File: src/rtl/led_switch_ctrl.sv
// led_switch_ctrl: N_CH slide switches to N_CH LEDs.
// Each switch goes through a 2-flop synchroniser and a debouncer. A registered
// mode engine then drives the LEDs in one of four modes: mirror, invert,
// toggle-latch or chase.
// Optional build macro: LED_REVERSE_EN reverses the ledr bit order at the
// output register. sw_deb and sw_evt are not affected.
module led_switch_ctrl #(
  parameter int N_CH       = 10,
  parameter int DEB_CYCLES = 16,
  parameter int CHASE_DIV  = 8
) (
  input  logic            clk,
  input  logic            rst,
  input  logic [N_CH-1:0] sw,
  input  logic [1:0]      mode,
  output logic [N_CH-1:0] ledr,
  output logic [N_CH-1:0] sw_deb,
  output logic            sw_evt
);

  localparam int CW = $clog2(DEB_CYCLES + 1);
  localparam int PW = (CHASE_DIV > 1) ? $clog2(CHASE_DIV) : 1;
  localparam logic [CW-1:0] DEB_LAST = CW'(DEB_CYCLES - 1);
  localparam logic [PW-1:0] DIV_LAST = PW'(CHASE_DIV - 1);

  typedef enum logic [1:0] {
    MIRROR = 2'b00,
    INVERT = 2'b01,
    TOGGLE = 2'b10,
    CHASE  = 2'b11
  } mode_t;

  mode_t           mode_in;
  mode_t           mode_q;
  logic [N_CH-1:0] sw_meta;
  logic [N_CH-1:0] sw_s;
  logic [CW-1:0]   cnt      [N_CH];
  logic [CW-1:0]   cnt_next [N_CH];
  logic [N_CH-1:0] deb_next;
  logic [N_CH-1:0] tog;
  logic [N_CH-1:0] tog_next;
  logic [N_CH-1:0] pos;
  logic [N_CH-1:0] pos_next;
  logic [PW-1:0]   presc;
  logic [PW-1:0]   presc_next;
  logic [N_CH-1:0] led_f;
  logic [N_CH-1:0] led_next;

  assign mode_in = mode_t'(mode);

  // Per-channel debounce: accept sw_s once it has differed for DEB_CYCLES edges
  always_comb begin
    deb_next = sw_deb;
    cnt_next = '{default: '0};
    for (int unsigned i = 0; i < N_CH; i++) begin
      if (sw_s[i] != sw_deb[i]) begin
        if (cnt[i] == DEB_LAST) begin
          deb_next[i] = sw_s[i];
        end else begin
          cnt_next[i] = cnt[i] + CW'(1);
        end
      end
    end
  end

  // Mode engine next state: toggle latch, chase position/prescaler, LED function
  always_comb begin
    tog_next   = tog ^ (deb_next & ~sw_deb);
    pos_next   = pos;
    presc_next = presc;
    if (mode_in == CHASE && mode_q != CHASE) begin
      pos_next    = '0;
      pos_next[0] = 1'b1;
      presc_next  = '0;
    end else if (mode_q == CHASE) begin
      if (presc == DIV_LAST) begin
        presc_next = '0;
        pos_next   = {pos[N_CH-2:0], pos[N_CH-1]};
      end else begin
        presc_next = presc + PW'(1);
      end
    end
    case (mode_q)
      MIRROR:  led_f = sw_deb;
      INVERT:  led_f = ~sw_deb;
      TOGGLE:  led_f = tog;
      default: led_f = pos;
    endcase
    led_next = led_f;
`ifdef LED_REVERSE_EN
    for (int unsigned i = 0; i < N_CH; i++) begin
      led_next[i] = led_f[N_CH-1-i];
    end
`endif
  end

  // State and output registers; every output comes straight from a flop
  always_ff @(posedge clk) begin
    if (rst) begin
      sw_meta <= '0;
      sw_s    <= '0;
      sw_deb  <= '0;
      sw_evt  <= 1'b0;
      cnt     <= '{default: '0};
      tog     <= '0;
      pos     <= N_CH'(1);
      presc   <= '0;
      mode_q  <= MIRROR;
      ledr    <= '0;
    end else begin
      sw_meta <= sw;
      sw_s    <= sw_meta;
      sw_deb  <= deb_next;
      sw_evt  <= (deb_next != sw_deb);
      cnt     <= cnt_next;
      tog     <= tog_next;
      pos     <= pos_next;
      presc   <= presc_next;
      mode_q  <= mode_in;
      ledr    <= led_next;
    end
  end

endmodule

File: config.mk
export PLATFORM = sky130hd
export DESIGN_NAME = led_switch_ctrl
export DESIGN_NICKNAME = d
export VERILOG_FILES = /design/src/rtl/led_switch_ctrl.sv
export SDC_FILE = /design/constraint.sdc
export NUM_CORES = 1
export LEC_CHECK = 0
export BUFFER_PORTS_ARGS = -buffer_cell sky130_fd_sc_hd__buf_2
export CAP_MARGIN = 20
export CORE_ASPECT_RATIO = 1.5
export CORE_MARGIN = 3
export CORE_UTILIZATION = 50
export CTS_BUF_LIST = sky130_fd_sc_hd__clkbuf_8 sky130_fd_sc_hd__clkbuf_16
export DETAILED_ROUTE_END_ITERATION = 7
export PLACE_DENSITY = 0.74
export SETUP_SLACK_MARGIN = 0.1
export SLEW_MARGIN = 0
export SYNTH_ARGS = -nofsm -noshare
export SYNTH_HDL_FRONTEND = slang
export SYNTH_SLANG_ARGS = --single-unit
File: constraint.sdc
create_clock -name clk -period 4.1 [get_ports clk]
set_input_delay 0.41 -clock clk [delete_from_list [all_inputs] [get_ports clk]]
set_output_delay 0.41 -clock clk [all_outputs]
set_load 0.1 [all_outputs]
==> key figures <==
Finish
  • Post-Layout Cell Count: 627
  • Final Net Count: 550
  • Diodes inserted: 0
  • Share of final-layout standard cells stronger than drive strength 1: 0.1489
  • Fill count: 719
  • Synthesis-to-finish area growth: 16.82%
  • Finished Core Util: 0.6017

Global route
  • Vias in the first global route: 2966
  • Antenna violations before repair: 0
  • Total Routing Usage GR: 0.1560
  • Largest net degree at the start of global routing: 38
  • Total congestion overflow after global routing: 0
  • First-pass GRT wire length: 12650 um

Logic synthesis
  • Avg Inst Size Synth: 9.880 um2
  • Most common library cells after synthesis: sky130_fd_sc_hd__dfxtp_1, sky130_fd_sc_hd__nor2_1, sky130_fd_sc_hd__nand2_1
  • Nets in the synthesized netlist: 509
  • Post-synthesis instance area: 4574 um2
  • Flops & latches, synth: 116
  • Sequential cell area fraction in the yosys report: 0.5077
  • Largest area contributor in the netlist: sky130_fd_sc_hd__dfxtp_1
  • Gate count of the mapped netlist: 463
  • Synth Flop Type: sky130_fd_sc_hd__dfxtp_1
  • Number of library cell types mapped by synthesis: 26
  • Share of the synthesized area in the top cell type: 0.5077
  • Cell types with the largest area share after synthesis: sky130_fd_sc_hd__dfxtp_1, sky130_fd_sc_hd__ha_1, sky130_fd_sc_hd__nor2_1
  • Count of flip-flops with a built-in enable after synthesis: 0
  • Synthesis warning total: 0
  • Asr flop ratio synth: 0
  • Most common cell in the synthesized netlist: sky130_fd_sc_hd__dfxtp_1

Setup path
  • Crit path kind: reg2reg
  • Series of cell instances along the critical path: ha_1, and3_1, ha_1, nand2_1, o21ai_0, ha_1, nand4_1, nor3_1, nor2_1
  • Arrival time at the worst endpoint: 2.14 ns
  • Critical path required time: 4.40 ns
  • Worst path top cell family by delay: adder cells
  • Startpoint type of the worst setup path: flop
  • Critical path buffers and inverters: 0
  • Worst Path Max Fanout: 3
  • Slowest cell on crit path: sky130_fd_sc_hd__dfxtp_1
  • Number of cells on the critical path: 9
  • Worst Reg-to-Reg Cells: 9
  • Setup crit end kind: flop
  • Slowest stage delay, CP: 0.32 ns
  • Critical path's most frequent cell: sky130_fd_sc_hd__ha_1

Floorplanning
  • Standard-cell rows: 42
  • Horizontal extent of the die: 84.10 um
  • Number of top-level pins: 35
  • Die outline area: 10360 um2
  • Chip Height: 123.1 um
  • Initial core utilization: 0.5151
  • Core ar.: 8881 um2

Clock network
  • Clock input transition at the sequential cells of the worst setup and hold paths: 0.05 ns
  • Number of buffers added to fix hold violations after cts: 0
  • Number of buffers created by CTS: 17
  • CTS tree: yes
  • Clock buffer depth: 2
  • Number of resized instances in the post-cts repair step: 0
  • CTS H-tree depth: 4
  • Later-pin clock latency in the skew report: 0.41 ns
  • Setup Fix Bufs, Post-CTS: 0
  • Clock sink total: 116
  • Root buffer cell: sky130_fd_sc_hd__clkbuf_16

Power and ir drop
  • Leakage Power: 2.228 nW
  • Clk pwr share: 0.510
  • Power density over cell area: 485.3 nW/um2
  • Power dissipated by switching net loads: 0.0005454 W
  • Switching power share of the total: 0.2103
  • IR drop worst, VDD: 337.8 uV
  • Fraction of power consumed by combinational cells: 0.043
  • Share of total power in sequential cells: 0.447
  • Internal power consumption: 0.002048 W
  • Total power: 0.002594 W

Timing
  • Number of pins with negative max-slew slack in the final report: 0
  • # setup viols final: 0
  • Sum of negative setup slack: 0 ns
  • Min cycle time layout: 1.843 ns
  • Clock skew after layout: 0.005818 ns
  • Final-report hold violation count: 0
  • Transition time at the pin with the least slew margin: 0.8646 ns
  • Maximum clock rate: 542.5 MHz
  • Final worst hold slack: 0.2094 ns
  • Normalized max-slew margin: 0.4228
  • Share of the cycle needed by the critical path after routing: 0.4496
  • Setup repair after global routing missed its margin: no

Drt
  • Number of vias in the routed layout: 3049
  • Final antenna-violating net count: 0
  • Starting DRT DRC Count: 113
  • Number of design rule violations left after detail routing: 0
  • DR vias/cell: 4.863
  • Pre-Repair DR Iteration Count: 6
  • Total Wirelength: 7238 um
  • Avg WL per Cell: 11.54 um

Worst hold path
  • Number of cells traversed by the worst hold path: 2
  • Hold Crit Class: in2reg

Run
  • Max-capacitance violation count: 0

Status
  • Run status: complete, no violations

Place
  • Port bufs: 34
  • Placed Cells incl. Taps: 595
  • Final weighted congestion in routability-driven placement: 0.7494
  • Estimated wirelength of the detail-placed design: 5102 um
cell usage in the layout (no fill, tap or decap), types with 12 or more instances in the layout:
cell,synthesis,layout
sky130_fd_sc_hd__dfxtp_1,116,116
sky130_fd_sc_hd__nor2_1,73,73
sky130_fd_sc_hd__inv_1,30,35
sky130_fd_sc_hd__buf_2,3,34
sky130_fd_sc_hd__nand2_1,33,33
sky130_fd_sc_hd__nor2b_1,32,32
sky130_fd_sc_hd__ha_1,32,32
sky130_fd_sc_hd__xnor2_1,30,30
sky130_fd_sc_hd__xor2_1,20,20
sky130_fd_sc_hd__clkbuf_16,0,17
sky130_fd_sc_hd__nand3_1,12,12
final cells by class:
class                      count  area (um2)  area share
tap                          110       137.6     0.02576
timing repair buffer          37       192.7     0.03606
multi-input combinational    302        2023      0.3786
clock inverter                 8       33.78    0.006322
clock buffer                  24       521.8     0.09764
sequential                   116        2322      0.4346
inverter                      30       112.6     0.02107
power groups by stage:
stage	registers, W	logic [W]	clock network (W)
floorplan	0.00122	0.0000571	0
global placement	0.00118	0.000111	0
detailed placement	0.00118	0.000112	0
CTS	0.00116	0.000113	0.00135
global route	0.00116	0.000119	0.00141
finish	0.00116	0.000111	0.00132
final timing paths:
path / slack, ns / endpoint / start
worst min-delay path: 0.21 / sw_meta[5]$_SDFF_PP0_ / sw[5]
worst min register to register: 0.43 / sw_s[6]$_SDFF_PP0_ / sw_meta[6]$_SDFF_PP0_
worst max register to register: 2.26 / sw_evt$_SDFF_PP0_ / cnt[25]$_SDFF_PP0_
worst max-delay path: 2.26 / sw_evt$_SDFF_PP0_ / cnt[25]$_SDFF_PP0_
metal layers:
metal / vias to the layer above / track usage / share of wire
met1: 1397 / 0.1589 / 0.41
li1: 1582 / - / -
met2: 49 / 0.2643 / 0.50
met4: 0 / 0.09759 / 0.036
met3: 21 / 0.06467 / 0.045
met5: - / 0 / 0
state kept, by name (all words and copies together) (netlist names):
signal / count
presc: 3
tog: 10
ledr: 10
sw_s: 10
sw_meta: 10
sw_evt: 1
mode_q: 2
sw_deb: 10
pos: 10
cnt: 50
stage by stage:
step / setup WS [ns] / area (um2)
after floorplan: 2.213 / 4574
after global placement: 2.304 / 4788
after detailed placement: 2.262 / 4788
after CTS: 2.238 / 5344
after global routing: 2.101 / 5344
final: 2.257 / 5344
kinds of logic after synthesis:
| logic type | count (synthesis) | share of synthesized area |
|---|---|---|
| AND/OR/NAND/NOR | 177 | 0.1937 |
| XOR/XNOR | 50 | 0.09573 |
| AO/OA/AOI/OAI | 32 | 0.04130 |
| buffers and inverters | 45 | 0.05005 |
| multiplexers | 11 | 0.02407 |
| adder cells (fa/ha/maj) | 32 | 0.08753 |
| flip-flops | 116 | 0.5077 |
Power figures use the tool's default switching activity.
